$ cat config.mk
export PLATFORM = sky130hd
export DESIGN_NAME = control_multi
export DESIGN_NICKNAME = d
export VERILOG_FILES = /design/src/rtl/control_multi.sv
export SDC_FILE = /design/constraint.sdc
export NUM_CORES = 1
export LEC_CHECK = 0
export BUFFER_PORTS_ARGS = -buffer_cell sky130_fd_sc_hd__buf_2
export CORE_MARGIN = 5
export CORE_UTILIZATION = 45
export DETAILED_ROUTE_END_ITERATION = 7
export PLACE_DENSITY = 0.82
export SKIP_LAST_GASP = 1
export SLEW_MARGIN = 20
export SYNTH_ARGS = -nofsm -noshare
export SYNTH_HDL_FRONTEND = slang
export SYNTH_SLANG_ARGS = --single-unit
export TNS_END_PERCENT = 100
$ cat constraint.sdc
create_clock -name clk -period 2.75 [get_ports clk]
set_input_delay 0.1375 -clock clk [delete_from_list [all_inputs] [get_ports clk]]
set_output_delay 0.1375 -clock clk [all_outputs]
set_load 0.01 [all_outputs]
$ cat src/rtl/control_multi.sv
// Multi-cycle MIPS control FSM: sequences fetch/decode/execute over a shared memory port and ALU.
// Outputs are registered decodes of the next state; only the fetch and store handshakes see mem_ready.
module control_multi #(
   parameter int unsigned STATE_W = 4
) (
   input  logic               clk,
   input  logic               rst,
   input  logic [5:0]         opcode,
   input  logic               mem_ready,
   output logic               PCWrite,
   output logic               PCWriteCond,
   output logic               IorD,
   output logic               MemRead,
   output logic               MemWrite,
   output logic               IRWrite,
   output logic               MemtoReg,
   output logic               RegDst,
   output logic               RegWrite,
   output logic               ALUSrcA,
   output logic [1:0]         ALUSrcB,
   output logic [1:0]         ALUOp,
   output logic [1:0]         PCSource,
   output logic               zero_extnd,
   output logic               instr_done,
   output logic               illegal,
   output logic [STATE_W-1:0] state
);

   localparam logic [5:0] OpRtype = 6'd0;
   localparam logic [5:0] OpLw    = 6'd35;
   localparam logic [5:0] OpSw    = 6'd43;
   localparam logic [5:0] OpBeq   = 6'd4;
   localparam logic [5:0] OpJ     = 6'd2;
   localparam logic [5:0] OpOri   = 6'd13;

   typedef enum logic [STATE_W-1:0] {
      StReset, StFetch, StDecode, StMemAdr, StMemRd, StMemWb, StMemWr,
      StRExec, StRWb, StBranch, StJump, StOriEx, StOriWb, StTrap
   } state_e;

   typedef struct packed {
      logic       pc_write;
      logic       pc_write_cond;
      logic       ior_d;
      logic       mem_read;
      logic       mem_write;
      logic       mem_to_reg;
      logic       reg_dst;
      logic       reg_write;
      logic       alu_src_a;
      logic [1:0] alu_src_b;
      logic [1:0] alu_op;
      logic [1:0] pc_source;
      logic       zero_extnd;
      logic       done;
      logic       ill;
      logic       fetch;   // IR/PC load gated by mem_ready
      logic       memwr;   // store completes (and retires) in the mem_ready cycle
   } ctl_t;

   state_e state_q, state_d;
   ctl_t   ctl_q;

   function automatic ctl_t decode(state_e s);
      ctl_t c;
      c = '0;
      case (s)
         StFetch: begin
            c.mem_read = 1'b1; c.alu_src_b = 2'b01; c.fetch = 1'b1;
         end
         StDecode: c.alu_src_b = 2'b11;
         StMemAdr: begin
            c.alu_src_a = 1'b1; c.alu_src_b = 2'b10;
         end
         StMemRd: begin
            c.mem_read = 1'b1; c.ior_d = 1'b1;
         end
         StMemWb: begin
            c.reg_write = 1'b1; c.mem_to_reg = 1'b1; c.done = 1'b1;
         end
         StMemWr: begin
            c.mem_write = 1'b1; c.ior_d = 1'b1; c.memwr = 1'b1;
         end
         StRExec: begin
            c.alu_src_a = 1'b1; c.alu_op = 2'b10;
         end
         StRWb: begin
            c.reg_write = 1'b1; c.reg_dst = 1'b1; c.done = 1'b1;
         end
         StBranch: begin
            c.alu_src_a = 1'b1; c.alu_op = 2'b01; c.pc_write_cond = 1'b1;
            c.pc_source = 2'b01; c.done = 1'b1;
         end
         StJump: begin
            c.pc_write = 1'b1; c.pc_source = 2'b10; c.done = 1'b1;
         end
         StOriEx: begin
            c.alu_src_a = 1'b1; c.alu_src_b = 2'b10; c.alu_op = 2'b11; c.zero_extnd = 1'b1;
         end
         StOriWb: begin
            c.reg_write = 1'b1; c.zero_extnd = 1'b1; c.done = 1'b1;
         end
         StTrap:  c.ill = 1'b1;
         default: c = '0;
      endcase
      return c;
   endfunction

   always_comb begin
      state_d = state_q;
      case (state_q)
         StReset:  state_d = StFetch;
         StFetch:  if (mem_ready) state_d = StDecode;
         StDecode: begin
            case (opcode)
               OpRtype:     state_d = StRExec;
               OpLw, OpSw:  state_d = StMemAdr;
               OpBeq:       state_d = StBranch;
               OpJ:         state_d = StJump;
               OpOri:       state_d = StOriEx;
               default:     state_d = StTrap;
            endcase
         end
         StMemAdr: state_d = (opcode == OpLw) ? StMemRd : StMemWr;
         StMemRd:  if (mem_ready) state_d = StMemWb;
         StMemWb:  state_d = StFetch;
         StMemWr:  if (mem_ready) state_d = StFetch;
         StRExec:  state_d = StRWb;
         StRWb:    state_d = StFetch;
         StBranch: state_d = StFetch;
         StJump:   state_d = StFetch;
         StOriEx:  state_d = StOriWb;
         StOriWb:  state_d = StFetch;
         StTrap:   state_d = StTrap;
         default:  state_d = StReset;
      endcase
   end

   always_ff @(posedge clk) begin
      if (rst) begin
         state_q <= StReset;
         ctl_q   <= '0;
      end else begin
         state_q <= state_d;
         ctl_q   <= decode(state_d);
      end
   end

   assign PCWrite     = ctl_q.pc_write | (ctl_q.fetch & mem_ready);
   assign PCWriteCond = ctl_q.pc_write_cond;
   assign IorD        = ctl_q.ior_d;
   assign MemRead     = ctl_q.mem_read;
   assign MemWrite    = ctl_q.mem_write;
   assign IRWrite     = ctl_q.fetch & mem_ready;
   assign MemtoReg    = ctl_q.mem_to_reg;
   assign RegDst      = ctl_q.reg_dst;
   assign RegWrite    = ctl_q.reg_write;
   assign ALUSrcA     = ctl_q.alu_src_a;
   assign ALUSrcB     = ctl_q.alu_src_b;
   assign ALUOp       = ctl_q.alu_op;
   assign PCSource    = ctl_q.pc_source;
   assign zero_extnd  = ctl_q.zero_extnd;
   assign instr_done  = ctl_q.done | (ctl_q.memwr & mem_ready);
   assign illegal     = ctl_q.ill;
   assign state       = state_q;

endmodule

Word level (Yosys, flattened, before mapping)

Cells that the tools add are included.

Eq/ne operators: 31
Mux-type cells: 22
Bitwise gates (word level): 4
Reduce and logical (&&, ||, !) cells: 11

Operators by type and width:

| kind                 | number |
|---|---|
| $eq A4 B4 Y1 const B | 12 |
| $pmux W4 S9          | 1 |
| $eq A4 B3 Y1 const B | 8 |
| $pmux W4 S5          | 1 |
| $eq A4 B2 Y1 const B | 4 |
| $mux W1              | 13 |
| $eq A6 B6 Y1 const B | 2 |
| $mux W4              | 3 |
| $pmux W2 S3          | 2 |
| $reduce_or A2 Y1     | 5 |
| $eq A4 B1 Y1 const B | 2 |
| $eq A6 B2 Y1 const B | 1 |
| $eq A6 B3 Y1 const B | 1 |
| $eq A6 B4 Y1 const B | 1 |
| $logic_not A6 Y1     | 1 |
| $reduce_or A6 Y1     | 1 |
| $reduce_or A5 Y1     | 1 |
| $logic_not A4 Y1     | 1 |
| $pmux W2 S2          | 1 |
| $reduce_or A4 Y1     | 1 |
| $reduce_or A3 Y1     | 1 |
| $and A1 B1 Y1        | 2 |
| $mux W2              | 1 |
| $or A1 B1 Y1         | 2 |

Flip-flop bits (word level): 23
Input port bits: 9
Output and inout port bits: 23

Longest topological paths before layout

Gate-level depths: netlist of the first run.

Depth after elaboration: 7
Mapped depth: 8
Gate-level depth less buffers: 6

Least setup slack after synthesis of the first run

No wires, ideal clock.

Path type: register -> register
Start: register state_q[1], in the netlist state[1]
End: register ctl_q, in the netlist zero_extnd
Library setup time: 66 ps
Arrival time: 1,912 ps
Path slack: 772 ps
Stages on the path, launching flop included: 9
Period minus slack after synthesis: 1,978 ps
Cell sequence: dfxtp_1 buf_4 or3b_4 a41oi_1 o31ai_2 o21a_1 buf_6 or3_1 a21oi_2

Word-level cells in the longest chain between the ends: 6
Elaborated cells on any way between the ends: 23

RTL lines:

| what                                       | RTL line | RTL |
|---|---|---|
| start: declaration                         | 61       | `state_e state_q, state_d;` |
| start signal: assignment                   | 141      | `state_q <= StReset;` |
| start signal: assignment                   | 144      | `state_q <= state_d;` |
| $eq A4 B4 Y1, or another cell as far along | 111      | `case (state_q)` |
| $reduce_or A6 Y1 (no line)                 | --       |  |
| $pmux W4 S9 (*)                            | 111      |  |
| $eq A4 B4 Y1                               | 67       | `case (s)` |
| $reduce_or A2 Y1 (no line) (*)             | --       |  |
| $mux W1 (*)                                | 67       |  |
| end signal: assignment                     | 145      | `ctl_q <= decode(state_d);` |
| end: declaration                           | 62       | `ctl_t ctl_q;` |

Every way passes the cells marked *; elsewhere a longest branch is shown, timed or not.
A chain may end at the register's enable or synchronous reset.

Worst setup path in the final report of the first run

Start: register state_q[1], in the netlist state[1]
End: register ctl_q[3] (netlist bit)

Word-level cells in the longest chain between the ends: 6
Elaborated cells on any way between the ends: 26

RTL lines:

| what                                         | RTL line |
|---|---|
| $eq A4 B4 Y1, or another cell as far along   | 111 |
| $reduce_or A6 Y1 (no line)                   | -- |
| $pmux W4 S9 (*)                              | 111 |
| $eq A4 B4 Y1 or $eq A4 B3 Y1 (tied branches) | 67 |
| $reduce_or A5 Y1 (no line) (*)               | -- |
| $mux W1 (*)                                  | 67 |

Marks and branches as above.

==> results of run 1 <==
==> power by group through the flow <==
| stage | clock network, mW | registers [mW] | logic (mW) |
|---|---|---|---|
| global route | 0.156 | 0.357 | 0.157 |
| finish | 0.137 | 0.354 | 0.141 |
| global placement | 0 | 0.359 | 0.138 |
| detailed placement | 0 | 0.361 | 0.141 |
| CTS | 0.140 | 0.354 | 0.141 |
| floorplan | 0 | 0.357 | 0.121 |
==> worst max-delay path: stages, from the launching register on <==
cell and delay [ns]:
dfxtp_1 0.50, or3b_4 0.46, o41ai_4 0.65, nand3_1 0.24, o22ai_1 0.20
==> cell families (layout without fill, tap and decap cells) <==
family                     Yosys count  count (layout)  share of synthesized area, %
AOI/OAI and AO/OA                   20              20                          16.2
xor gates and xnor gates             3               3                          2.44
adders and majority gates            1               1                          1.04
buffers and inverters               18              37                          11.4
DFF                                 22              22                          40.8
muxes                                4               4                          3.94
and+or+nand+nor                     46              46                          24.1
==> final cells by class <==
cell class                      instances  area (um^2)
Fill cell                             218         1070
Multi-Input combinational cell         74          515
Sequential cell                        22          440
Timing Repair Buffer                   31          155
Tap cell                               28         35.0
Clock buffer                            3         22.5
Inverter                                3         11.3
==> sequential cells by signal, indices dropped and copies added, names as in the netlist <==
name,cells
MemRead,1
ctl_q,3
RegDst,1
zero_extnd,1
ALUOp,2
ALUSrcA,1
MemtoReg,1
PCWriteCond,1
IorD,1
ALUSrcB,2
illegal,1
PCSource,2
RegWrite,1
state,4
==> layout by cell type (no fill, tap or decap), types with 2 or more instances in the layout <==
cell type	n
buf_2	31
dfxtp_1	22
nor2_1	9
nor3_1	7
nand2_1	6
and3_1	4
or2_2	3
nor4_1	3
inv_1	3
a21oi_1	3
o21ai_0	3
clkbuf_4	3
mux2i_1	2
o21a_1	2
mux2_2	2
nand2b_1	2
a21oi_2	2
xnor2_1	2
nand3_1	2
==> per-layer routing <==
| layer | vias to the layer above | GRT usage (%) | wire length [um] |
|---|---|---|---|
| li1 | 432 | - | - |
| met1 | 405 | 16.7 | 936 |
| met2 | 24 | 23.3 | 1090 |
| met3 | 2 | 2.85 | 123 |
| met4 | 0 | 6.80 | 18 |
| met5 | - | 0 | 0 |
==> final timing paths <==
check | end | slack [ns] | cells past startpoint
setup / recovery | ctl_q[3] | 0.62 | 4
hold / removal | state[2] | 0.13 | 2
setup reg to reg | ctl_q[3] | 0.62 | 4
hold reg to reg | state[1] | 0.89 | 2
==> metrics by stage <==
step           power (mW)  hold slack (ns)
2_1_floorplan       0.477            0.404
3_3_place_gp        0.497            0.429
3_5_place_dp        0.502            0.436
4_1_cts             0.635            0.113
5_1_grt             0.670            0.134
6_report            0.632            0.129
==> impl_metrics.toml, run 1 <==
[synth]
syn_avg_cell_area_um2 = 9.46
synthesis.area_um2 = 1080
synth_area_leader_cell = "dfxtp_1"
synthTopCellsByCount = "dfxtp_1, nor2_1, buf_4"
netlist_instances = 114
ys_ff_latch = 22
ys_seq_area_share_pct = 40.8
synth_most_common_cell = "dfxtp_1"
synth_edf_count = 0
synth.top_cell.area_share_pct = 40.8
synth_flop_cell = "dfxtp_1"
yosysWarnings = 0
synth.distinct_cells = 43
syn_nets = 123
synth_area_leaders = "dfxtp_1, buf_4, nor3_1"
synth-async-reset-ratio_pct = 0

[floorplanning]
ios = 32
coreArea_um2 = 2250
initial_core_util_pct = 47.8
dieWidth_um = 59.0
dieHeight_um = 59.0
rows = 17
die_area_um2 = 3480

[clock_tree]
cts_tree = "built"
numCtsBuffers = 3
clk_path_buf_depth = 2
h-tree-depth = 1
clk_latency_ns = 0.30
ctsRootBufferMaster = "clkbuf_4"
cts_hold_buf = 0
ctsResizeCount = 0
cts.sinks = 22
post_cts_buffers = 0
clk_pin_slew_ns = 0.10

[power]
p_clk_share_pct = 21.6
p_sw_share_pct = 28.8
ir_drop_uv = 254
power.share.sequential_pct = 56.0
p_switching_mw = 0.182
p_comb_share_pct = 22.3
intPower_mw = 0.450
power.leakage_nw = 0.541
power_density_nw_per_um2 = 536

[timing]
rsz0062_at_grt = "false"
worst_pin_slew_ns = 0.691
fin_ws_ns = 0.620
setup_viol = 0
tns_ns = 0
fin_crit_sh_pct = 77.4
slew_viol_final = 0
fin_skew_ns = 0.00210
fmax_mhz = 470
period_needed_ns = 2.13
slew_headroom_pct = 53.5
final_hold_viol_count = 0

[detailed_routing]
dr.pass1.iters = 4
viasPerCell = 5.36
drtAntennaViolNets = 0
wl_per_cell_um = 13.5
num_vias = 863
wirelength_mm = 2.17
drt_iter0_drc = 17
drc = 0

[global_route]
gr-usage-all-layers_pct = 13.9
grt_pass1_wl_mm = 3.73
antenna_found_initial = 0
grt_pass1_vias = 830
grt-ovfl-total = 0
grt_max_degree = 15

[worst_setup_path]
regToRegStartpoint = "state[1]"
critPathLaunchType = "flop"
crit_fanout = 14
critPathRequiredTime_ns = 2.98
worstPathArrival_ns = 2.36
path_class = "flop to flop"
crit_path_start = "state[1]"
crit_path_end_kind = "flop"

[place]
portBuffers = 31
routabilityCongestion = 0.774
dp_hpwl_mm = 1.64
dp_slack_ns = 0.665
post_dp_cell_area_um2 = 1160
place_inst = 158

[finish]
final_layout_size_suffix_gt1_share_pct = 35.3
n_antenna_cell = 0
stdcell_area_um2 = 1180
fin_util_pct = 52.3
nets = 144
stdcell_count = 161
syn_to_final_growth_pct = 9.40

[hold_path]
hp-class = "input pin to flop"
min_from = "rst"

[flow_run]
drv_cap = 0

[outcome]
status = "complete, no violations"
No activity file was read; power rests on OpenSTA's default activity.
==> inputs of run 2 (changes only) <==
--- a/config.mk
+++ b/config.mk
@@ -5,6 +5,7 @@
 export SDC_FILE = /design/constraint.sdc
 export NUM_CORES = 1
 export LEC_CHECK = 0
+export ABC_AREA = 1
 export BUFFER_PORTS_ARGS = -buffer_cell sky130_fd_sc_hd__buf_2
 export CORE_MARGIN = 5
 export CORE_UTILIZATION = 45
==> constraint.sdc (replaced) <==
create_clock -name clk -period 2.2 [get_ports clk]
set_input_delay 0.11 -clock clk [delete_from_list [all_inputs] [get_ports clk]]
set_output_delay 0.11 -clock clk [all_outputs]
set_load 0.01 [all_outputs]
==> run 2 against run 1 <==
Effect of this change:
- final cell count up 34%
- worst hold slack worse by 0.053 ns
- sequential power up 32%
- register-to-register slack about the same
- design area rose by 4.6%
- critical path type unchanged
- highest routed layer unchanged
==> impl_metrics.toml, run 2 <==
[power]
p_sw_share_pct = 34.3
p_comb_share_pct = 29.7
power.share.sequential_pct = 47.4
power.leakage_nw = 0.748
power_density_nw_per_um2 = 797
ir_drop_uv = 548
intPower_mw = 0.646
p_switching_mw = 0.337
p_clk_share_pct = 22.8

[timing]
fin_skew_ns = 0.00277
whs_ns = 0.0765
fin_crit_sh_pct = 71.4
fmax_mhz = 636
fin_ws_ns = 0.628
setup_viol = 0
rsz0062_at_grt = "false"
period_needed_ns = 1.57
worst_pin_slew_ns = 0.284
slew_viol_final = 0
final_hold_viol_count = 0
slew_headroom_pct = 80.9
tns_ns = 0

[finish]
largest_reg_flops = 4
syn_to_final_growth_pct = 16.8
seqCellArea_um2 = 440
fillers = 241
layout_common_cells = "nand2_1, buf_2, inv_1, nor2_1, dfxtp_1"
final_common_cell = "nand2_1"
nets = 197
final_layout_size_suffix_gt1_share_pct = 23.0
n_antenna_cell = 0
multi_input_area_um2 = 462
fin_util_pct = 55.2

[hold_path]
min_from = "rst"
holdPathStages = 2
hp-class = "input pin to flop"
min_to = "ctl_q[0]"

[worst_setup_path]
cp_slowest_cell = "dfxtp_1"
critPathLaunchType = "flop"
path_class = "flop to flop"
critPathRequiredTime_ns = 2.46
rrSetupSlack_ns = 0.63
critPathMaxStageDelay_ns = 0.41
regToRegStartpoint = "state[0]"
regToRegEndpoint = "ctl_q[3]"
ff2ff_path_depth = 10
crit_top_cell = "nand2_1"
crit_fanout = 5
crit_path_end_kind = "flop"
crit_chain = "inv_1 > nor2_1 > nand2_1 > nand2_1 > inv_1 > nand2_2 > nand3_2 > nor2_2 > nand2_1 > nand3_1"
worstPathArrival_ns = 1.84

[synth]
netlist_instances = 159
synth_flop_cell = "dfxtp_1"
yosysWarnings = 0
ys_seq_area_share_pct = 41.7
synthTopCellsByCount = "nand2_1, inv_1, nor2_1"
syn_nets = 168
synthesis.area_um2 = 1060
synth.distinct_cells = 20
synth-async-reset-ratio_pct = 0
synth_area_leader_cell = "dfxtp_1"
ys_ff_latch = 22
syn_avg_cell_area_um2 = 6.64
synth_area_leaders = "dfxtp_1, nand2_1, inv_1"
synth_edf_count = 0
synth_most_common_cell = "nand2_1"
synth.top_cell.area_share_pct = 41.7

[detailed_routing]
viasPerCell = 4.58
dr.pass1.iters = 4
drt_iter0_drc = 34
drtAntennaViolNets = 0
drc = 0
wirelength_mm = 2.30
num_vias = 984
wl_per_cell_um = 10.7

[flow_run]
drv_cap = 0

[floorplanning]
ios = 32
dieHeight_um = 58.4
coreArea_um2 = 2230
dieWidth_um = 58.4
die_area_um2 = 3420
initial_core_util_pct = 47.3
rows = 17

[global_route]
grt_pass1_vias = 943
antenna_found_initial = 0
gr-usage-all-layers_pct = 15.1
grt_pass1_wl_mm = 3.89
grt_max_degree = 13
grt-ovfl-total = 0

[place]
routabilityCongestion = 0.908
dp_slack_ns = 0.669
dp_hpwl_mm = 1.85
portBuffers = 31

[clock_tree]
clk_path_buf_depth = 2
h-tree-depth = 1
cts.sinks = 22
ctsRootBufferMaster = "clkbuf_4"
clk_pin_slew_ns = 0.12
post_cts_buffers = 0
ctsResizeCount = 0
numCtsBuffers = 3
cts_tree = "built"
clk_latency_ns = 0.32
cts_hold_buf = 0

[outcome]
status = "complete, no violations"
## run 2: changes by cell type after synthesis, moves of 4 or more
cell and change:
nor2_1 +17, and3_1 -4, inv_1 +24, nand2_1 +33, nand3_1 +12, nor3_1 -4
## run 2: how the worst max path moves through the flow
stage / startpoint / to / slack (ns)
6_report: state[0] / ctl_q[3] / 0.63
5_1_grt: state[2] / ALUOp[1] / 0.37
4_1_cts: state[0] / ctl_q[3] / 0.63
3_5_place_dp: state[2] / ctl_q[3] / 0.67
3_3_place_gp: state[2] / ALUOp[1] / 0.66
2_1_floorplan: state[0] / IorD / 0.83
## run 2: cells by family (layout without fill, tap and decap cells)
family                 count (synthesis)  count (layout)  synth area share [%]
DFF                                   22              22                  41.7
AOI/OAI and AO/OA                      9               9                  4.98
and+or+nand+nor                       93              93                  38.7
buffers and inverters                 35              63                  14.6
## run 2: stage by stage
step,area [um^2],instances,power (mW)
CTS,1230,215,0.993
detailed placement,1200,211,0.767
finish,1230,215,0.983
floorplan,1060,159,0.688
global placement,1200,211,0.761
global route,1230,215,1.06
## run 2: worst max-delay path: cells and delay by family (launching register included)
kind,cells,cell delay [ns]
AND/OR/NAND/NOR,8,0.95
buffers and inverters,2,0.15
flip-flops,1,0.41
## run 2: power by group through the flow
stage	combinational [mW]	clock (mW)	sequential [mW]
after floorplan	0.203	0	0.485
after global routing	0.336	0.248	0.474
after global placement	0.288	0	0.473
after detailed placement	0.291	0	0.476
after CTS	0.293	0.234	0.467
final	0.292	0.224	0.466
## run 2: layer usage
metal  GRT usage, %  vias to the layer above  share of wire [%]
met3           5.26                        5                8.8
met4           7.28                        0                1.9
met5              0                        -                  0
met2           25.2                       27                 45
li1               -                      539                  -
met1           17.1                      413                 44
## run 2: layout make-up
type,instances,area share (%)
timing repair buffer,31,12.6
sequential,22,35.7
multi-input combinational,102,37.4
clock buffer,4,2.94
inverter,28,8.52
tap,28,2.84
